### src/rtl/ddr2_line_bridge_if.sv
// ddr2_line_bridge_if: cache line port plus MIG app_* signals; slave = bridge, master = cache/MIG side
interface ddr2_line_bridge_if;
  logic [26:0]  ddr2_addr;
  logic         ddr2_enable;
  logic         ddr2_read;
  logic [127:0] to_ddr2_data;
  logic [127:0] ddr2_data;
  logic         ddr2_available;
  logic         ddr2_busy;
  logic         init_calib_complete;
  logic [26:0]  app_addr;
  logic [2:0]   app_cmd;
  logic         app_en;
  logic         app_rdy;
  logic [127:0] app_wdf_data;
  logic         app_wdf_wren;
  logic         app_wdf_end;
  logic         app_wdf_rdy;
  logic [127:0] app_rd_data;
  logic         app_rd_data_valid;
  logic         timeout_err;
  modport slave (
    input  ddr2_addr, ddr2_enable, ddr2_read, to_ddr2_data, init_calib_complete,
           app_rdy, app_wdf_rdy, app_rd_data, app_rd_data_valid,
    output ddr2_data, ddr2_available, ddr2_busy, app_addr, app_cmd, app_en,
           app_wdf_data, app_wdf_wren, app_wdf_end, timeout_err
  );
  modport master (
    output ddr2_addr, ddr2_enable, ddr2_read, to_ddr2_data, init_calib_complete,
           app_rdy, app_wdf_rdy, app_rd_data, app_rd_data_valid,
    input  ddr2_data, ddr2_available, ddr2_busy, app_addr, app_cmd, app_en,
           app_wdf_data, app_wdf_wren, app_wdf_end, timeout_err
  );
endinterface

### src/rtl/ddr2_line_bridge.sv
// ddr2_line_bridge: cache line port to MIG app_* bridge with posted-write queue and read ordering.
// Optional read watchdog enabled by defining DDR2_BRIDGE_TIMEOUT_EN.
module ddr2_line_bridge #(
  parameter int WQ_DEPTH = 2,
  parameter int TIMEOUT  = 1023
) (
  input logic clk,
  input logic rst,
  ddr2_line_bridge_if.slave bus
);
  localparam logic [1:0] IDLE = 2'd0, WR_ISSUE = 2'd1, RD_CMD = 2'd2, RD_WAIT = 2'd3;
  localparam int AW = $clog2(WQ_DEPTH);
  logic [1:0]    state;
  logic [22:0]   wq_line [WQ_DEPTH];
  logic [127:0]  wq_data [WQ_DEPTH];
  logic [AW-1:0] wp, rp;
  logic [AW:0]   cnt;
  logic [22:0]   rd_line;
  logic read_pending, cmd_done, data_done;
  logic full, empty, push, rd_acc, cmd_fire, data_fire, wr_done, tmo_hit;
  logic unused_addr;
  assign unused_addr = ^bus.ddr2_addr[3:0];
  assign full  = cnt == (AW+1)'(WQ_DEPTH);
  assign empty = cnt == '0;
  assign bus.ddr2_busy = rst | ~bus.init_calib_complete | full | read_pending;
  assign push   = bus.ddr2_enable & ~bus.ddr2_read & ~bus.ddr2_busy;
  assign rd_acc = bus.ddr2_enable & bus.ddr2_read & ~bus.ddr2_busy;
  assign bus.app_en       = (state == WR_ISSUE & ~cmd_done) | state == RD_CMD;
  assign bus.app_wdf_wren = state == WR_ISSUE & ~data_done;
  assign bus.app_wdf_end  = bus.app_wdf_wren;
  assign bus.app_cmd      = state == RD_CMD ? 3'b001 : 3'b000;
  assign bus.app_addr     = {1'b0, (state == RD_CMD ? rd_line : wq_line[rp]), 3'b000};
  assign bus.app_wdf_data = wq_data[rp];
  assign cmd_fire  = bus.app_en & bus.app_rdy;
  assign data_fire = bus.app_wdf_wren & bus.app_wdf_rdy;
  assign wr_done   = state == WR_ISSUE & (cmd_done | cmd_fire) & (data_done | data_fire);
`ifdef DDR2_BRIDGE_TIMEOUT_EN
  localparam int CW = $clog2(TIMEOUT + 1) > 10 ? $clog2(TIMEOUT + 1) : 10;
  logic [CW-1:0] tmo_cnt;
  logic tmo_err;
  // Counter idles at zero so it always starts from zero on entry to RD_CMD.
  assign tmo_hit = state[1] & tmo_cnt == CW'(TIMEOUT) & ~(state == RD_WAIT & bus.app_rd_data_valid);
  assign bus.timeout_err = tmo_err;
  always_ff @(posedge clk) begin
    if (rst) begin
      tmo_cnt <= '0;
      tmo_err <= 1'b0;
    end else begin
      tmo_cnt <= state[1] ? tmo_cnt + 1'b1 : '0;
      if (tmo_hit) tmo_err <= 1'b1;
    end
  end
`else
  logic unused_tmo;
  assign unused_tmo = TIMEOUT != 0;
  assign tmo_hit = 1'b0;
  assign bus.timeout_err = 1'b0;
`endif
  always_ff @(posedge clk) begin
    if (push) begin
      wq_line[wp] <= bus.ddr2_addr[26:4];
      wq_data[wp] <= bus.to_ddr2_data;
    end
    if (rd_acc) rd_line <= bus.ddr2_addr[26:4];
  end
  always_ff @(posedge clk) begin
    if (rst) begin
      wp  <= '0;
      rp  <= '0;
      cnt <= '0;
    end else begin
      if (push) wp <= wp + 1'b1;
      if (wr_done) rp <= rp + 1'b1;
      cnt <= cnt + {{AW{1'b0}}, push} - {{AW{1'b0}}, wr_done};
    end
  end
  // A push seen in IDLE moves straight to WR_ISSUE so the command appears the next cycle.
  always_ff @(posedge clk) begin
    if (rst) begin
      state              <= IDLE;
      read_pending       <= 1'b0;
      cmd_done           <= 1'b0;
      data_done          <= 1'b0;
      bus.ddr2_available <= 1'b0;
      bus.ddr2_data      <= '0;
    end else begin
      bus.ddr2_available <= 1'b0;
      if (rd_acc) read_pending <= 1'b1;
      if (tmo_hit) begin
        bus.ddr2_data      <= '0;
        bus.ddr2_available <= 1'b1;
        read_pending       <= 1'b0;
        state              <= IDLE;
      end else begin
        case (state)
          IDLE: state <= (!empty || push) ? WR_ISSUE : (read_pending || rd_acc) ? RD_CMD : IDLE;
          WR_ISSUE: begin
            cmd_done  <= wr_done ? 1'b0 : cmd_done | cmd_fire;
            data_done <= wr_done ? 1'b0 : data_done | data_fire;
            if (wr_done) state <= IDLE;
          end
          RD_CMD: if (bus.app_rdy) state <= RD_WAIT;
          default: if (bus.app_rd_data_valid) begin
            bus.ddr2_data      <= bus.app_rd_data;
            bus.ddr2_available <= 1'b1;
            read_pending       <= 1'b0;
            state              <= IDLE;
          end
        endcase
      end
    end
  end
endmodule

### src/flat_wrapper.sv
// flat-port wrapper written by rule: the top's interface ports become plain ports
module ddr2_line_bridge_flat 
#(
  parameter int WQ_DEPTH = 2,
  parameter int TIMEOUT  = 1023
)
  (clk, rst, bus_ddr2_addr, bus_ddr2_enable, bus_ddr2_read, bus_to_ddr2_data, bus_init_calib_complete, bus_app_rdy, bus_app_wdf_rdy, bus_app_rd_data, bus_app_rd_data_valid, bus_ddr2_data, bus_ddr2_available, bus_ddr2_busy, bus_app_addr, bus_app_cmd, bus_app_en, bus_app_wdf_data, bus_app_wdf_wren, bus_app_wdf_end, bus_timeout_err);
  ddr2_line_bridge_if bus_i ();
  input logic clk;
  input logic rst;
  input wire logic [$bits(bus_i.ddr2_addr)-1:0] bus_ddr2_addr;
  input wire logic [$bits(bus_i.ddr2_enable)-1:0] bus_ddr2_enable;
  input wire logic [$bits(bus_i.ddr2_read)-1:0] bus_ddr2_read;
  input wire logic [$bits(bus_i.to_ddr2_data)-1:0] bus_to_ddr2_data;
  input wire logic [$bits(bus_i.init_calib_complete)-1:0] bus_init_calib_complete;
  input wire logic [$bits(bus_i.app_rdy)-1:0] bus_app_rdy;
  input wire logic [$bits(bus_i.app_wdf_rdy)-1:0] bus_app_wdf_rdy;
  input wire logic [$bits(bus_i.app_rd_data)-1:0] bus_app_rd_data;
  input wire logic [$bits(bus_i.app_rd_data_valid)-1:0] bus_app_rd_data_valid;
  output wire logic [$bits(bus_i.ddr2_data)-1:0] bus_ddr2_data;
  output wire logic [$bits(bus_i.ddr2_available)-1:0] bus_ddr2_available;
  output wire logic [$bits(bus_i.ddr2_busy)-1:0] bus_ddr2_busy;
  output wire logic [$bits(bus_i.app_addr)-1:0] bus_app_addr;
  output wire logic [$bits(bus_i.app_cmd)-1:0] bus_app_cmd;
  output wire logic [$bits(bus_i.app_en)-1:0] bus_app_en;
  output wire logic [$bits(bus_i.app_wdf_data)-1:0] bus_app_wdf_data;
  output wire logic [$bits(bus_i.app_wdf_wren)-1:0] bus_app_wdf_wren;
  output wire logic [$bits(bus_i.app_wdf_end)-1:0] bus_app_wdf_end;
  output wire logic [$bits(bus_i.timeout_err)-1:0] bus_timeout_err;
  assign bus_i.ddr2_addr = bus_ddr2_addr;
  assign bus_i.ddr2_enable = bus_ddr2_enable;
  assign bus_i.ddr2_read = bus_ddr2_read;
  assign bus_i.to_ddr2_data = bus_to_ddr2_data;
  assign bus_i.init_calib_complete = bus_init_calib_complete;
  assign bus_i.app_rdy = bus_app_rdy;
  assign bus_i.app_wdf_rdy = bus_app_wdf_rdy;
  assign bus_i.app_rd_data = bus_app_rd_data;
  assign bus_i.app_rd_data_valid = bus_app_rd_data_valid;
  assign bus_ddr2_data = bus_i.ddr2_data;
  assign bus_ddr2_available = bus_i.ddr2_available;
  assign bus_ddr2_busy = bus_i.ddr2_busy;
  assign bus_app_addr = bus_i.app_addr;
  assign bus_app_cmd = bus_i.app_cmd;
  assign bus_app_en = bus_i.app_en;
  assign bus_app_wdf_data = bus_i.app_wdf_data;
  assign bus_app_wdf_wren = bus_i.app_wdf_wren;
  assign bus_app_wdf_end = bus_i.app_wdf_end;
  assign bus_timeout_err = bus_i.timeout_err;
  ddr2_line_bridge #(.WQ_DEPTH(WQ_DEPTH), .TIMEOUT(TIMEOUT)) u_core (.clk(clk), .rst(rst), .bus(bus_i));
endmodule
### config.mk
export PLATFORM = sky130hd
export DESIGN_NAME = ddr2_line_bridge_flat
export DESIGN_NICKNAME = d
export VERILOG_FILES = /design/src/rtl/ddr2_line_bridge_if.sv /design/src/rtl/ddr2_line_bridge.sv /design/src/flat_wrapper.sv
export SDC_FILE = /design/constraint.sdc
export NUM_CORES = 1
export LEC_CHECK = 0
export BUFFER_PORTS_ARGS = -buffer_cell sky130_fd_sc_hd__buf_2
export CORE_AREA = 2 2 229 231
export DETAILED_ROUTE_END_ITERATION = 7
export DIE_AREA = 0 0 231 233
export HOLD_SLACK_MARGIN = 0.1
export MAX_ROUTING_LAYER = met4
export PLACE_DENSITY_LB_ADDON = 0.3
export SYNTH_ARGS = -nofsm -noshare
export SYNTH_HDL_FRONTEND = slang
export SYNTH_SLANG_ARGS = --single-unit
### constraint.sdc
create_clock -name clk -period 9.69 [get_ports clk]
set_input_delay 0.969 -clock clk [delete_from_list [all_inputs] [get_ports clk]]
set_output_delay 0.969 -clock clk [all_outputs]
set_load 0.03 [all_outputs]
==> impl_metrics.yaml <==
worst_setup_path:
  r2r-start: "u_core.read_pending"
  startpoint_type: "flop"
  r2r.worst_path.cells: 5
  worstSetupPathType: "reg2out"
  critical_path_required_ns: 8.72
  crit_fanout: 60
  reg2reg_slack_ns: 7.01
  rr_endpoint: "u_core.wq_data[0][51]"
  crit_path_end_kind: "primary output"
  arrival_ns: 2.97
floorplan:
  initial_core_util_pct: 32.8
  die_w_um: 231
  dieHeight_um: 233
  dieArea_um2: 53800
  floorplan.rows: 83
  ios: 583
  core_um2: 51100
routing:
  routed-via-count: 11200
  drt-initial-drc-count: 582
  firstDrtPassIters: 5
  wl_per_cell_um: 18.2
  ant_nets: 0
  wirelength_um: 45300
  drt_drc_violations_left: 0
  viasPerCell: 4.50
clock_tree:
  cts_root_buf: "clkbuf_16"
  cts.repair.resized: 0
  numCtsBuffers: 47
  cts_tree: "yes"
  postCtsHoldBufs: 0
  clkLatencyLatePin_ns: 0.58
  clk_pin_slew_ns: 0.06
  cts_max_level: 2
  clock_sinks: 464
  cts_setup_buffers: 0
  clock_path_buffers: 3
cells_and_area:
  layout_commonest_cell: "buf_2"
  fin_nets: 2038
  area_delta_synth_final_pct: 30.1
  seq_area_um2: 12500
  drive_gt1_share_pct: 44.5
  multi_input_area_um2: 3880
  fillers: 4861
  final_cells: 2481
  final_cell_mix: "buf_2 (570), edfxtp_1 (325), nand2_1 (281)"
timing:
  setup_tns_ns: 0
  max_slew_margin_pct: 20.3
  setup_violations: 0
  rsz0062_at_grt: "false"
  finalCritPeriodShare_pct: 40.7
  finalCriticalPeriod_ns: 3.94
  fmax_mhz: 254
  worst_pin_slew_ns: 1.20
  hold_viol_final: 0
  drv_slew: 0
  fin_worst_skew_ns: 0.0188
synthesis:
  synth_top_area_share_pct: 58.2
  syn_area_um2: 16800
  syn_inst: 1178
  ys_ff_latch: 464
  synth_area_per_cell_um2: 14.2
  netlist_top_cells_area: "edfxtp_1 (58%), dfxtp_1 (17%), mux2_2 (8.6%), nand2_1 (6.3%), a21oi_1 (3.9%)"
  synth_area_leader_cell: "edfxtp_1"
  yosysSeqAreaShare_pct: 74.8
  yosys_warnings: 0
  ys_types: 33
place:
  port_buffers: 571
  dp_cells: 2372
  gp_congestion: 0.813
  dpl.hpwl_um: 31900
power_and_ir_drop:
  ir_drop_mv: 0.126
  pwr_density_cell_nw_per_um2: 211
  leakagePower_uw: 0.00834
global_route:
  antenna_found_initial: 25
  grt_pass1_vias: 11200
  grt_start_max_net_pins: 116
  groute.usage.overall_pct: 16.6
  grt_pass1_wl_um: 65900
  grt-ovfl-total: 0
status:
  status: "finished, final reports clean"
worst_hold_path:
  hold_end: "u_core.bus.ddr2_data[8]"
  hold_path_class: "reg2reg"
  worstHoldStart: "u_core.bus.ddr2_data[8]"
  holdPathStages: 2
flow_run:
  max_cap_viol_count: 0
## worst max-delay path by stage
stage / startpoint / endpoint / slack (ns)
2_1_floorplan: rst / u_core.wq_data[0][0] / 0.94
3_3_place_gp: rst / u_core.wq_data[0][51] / 5.92
3_5_place_dp: rst / u_core.wq_data[0][51] / 5.94
4_1_cts: flop / bus_app_addr[3] / 5.71
5_1_grt: flop / bus_app_addr[3] / 5.56
6_report: flop / bus_app_addr[3] / 5.75
## state kept, by name, summed over array words and instances, names as in the netlist, 2 cells and up, named ones only
register / flops
u_core.bus.ddr2_data: 128
u_core.cnt: 2
u_core.rd_line: 23
u_core.state: 2
u_core.wq_data: 256
u_core.wq_line: 46
## where the power goes
part	switching (uW)	total [uW]	internal [uW]
clock network	739	1780	1040
registers	27.6	2190	2170
logic	419	631	212
## cell usage after synthesis
master	n
o21ai_0	25
a311oi_1	1
clkbuf_1	24
buf_2	32
mux2_2	128
a211oi_1	1
nor3_1	3
and2_1	3
dfxtp_1	139
xor2_1	1
nand2b_1	1
nand2_1	282
a211oi_2	1
nor3b_2	1
o211ai_1	1
nor4_1	1
nor2b_1	5
edfxtp_1	325
a21o_1	2
conb_1	1
a221oi_1	1
nand4_1	1
nor2_1	11
buf_4	11
inv_1	6
a21oi_1	129
and4_1	1
and3_1	1
o22ai_1	1
mux2i_1	23
xnor2_1	3
buf_1	7
ha_1	6
## metrics by stage
stage	area [um^2]	hold slack (ns)	total power, uW	setup WS, ns	util [%]
2_1_floorplan	16800	0.481	2660	0.941	-
3_3_place_gp	20200	0.440	2870	5.92	39.6
3_5_place_dp	20200	0.443	2870	5.94	39.6
4_1_cts	21700	0.451	4670	5.71	42.6
5_1_grt	21800	0.465	4780	5.56	42.7
6_report	21800	0.449	4600	5.75	42.7
## per-layer routing
metal	part of all wire, %	wire length [um]	track usage [%]	up-vias
met2	49	22000	26.6	445
met4	4.2	1880	8.45	0
met1	39	17500	18.2	5290
met3	8.7	3940	5.96	85
li1	-	-	-	5339
met5	0	0	-	-
## critical path, stage by stage (launching register included)
cell	delay, ns
dfxtp_4	0.67
buf_4	0.73
mux2i_1	0.16
o21ai_0	0.49
buf_2	0.30
## cell families (layout without fill, tap and decap cells)
group / after synthesis / after routing / share of synthesized area [%]
and+or+nand+nor: 310 / 310 / 7.23
xor gates and xnor gates: 4 / 4 / 0.209
muxes: 151 / 151 / 9.98
adders and majority gates: 6 / 6 / 0.448
buffers and inverters: 80 / 673 / 2.28
DFF: 464 / 464 / 74.8
other: 1 / 31 / 0.0224
AOI/OAI and AO/OA: 162 / 162 / 5.00
## layout make-up
type | count | share of cell area, %
clock inverter | 24 | 1.07
timing repair buffer | 582 | 13.5
multi-input combinational | 640 | 17.8
inverter | 6 | 0.103
antenna | 24 | 0.275
sequential | 464 | 57.5
clock buffer | 61 | 5.85
tap | 680 | 3.90
No activity file was read; power rests on OpenSTA's default activity.
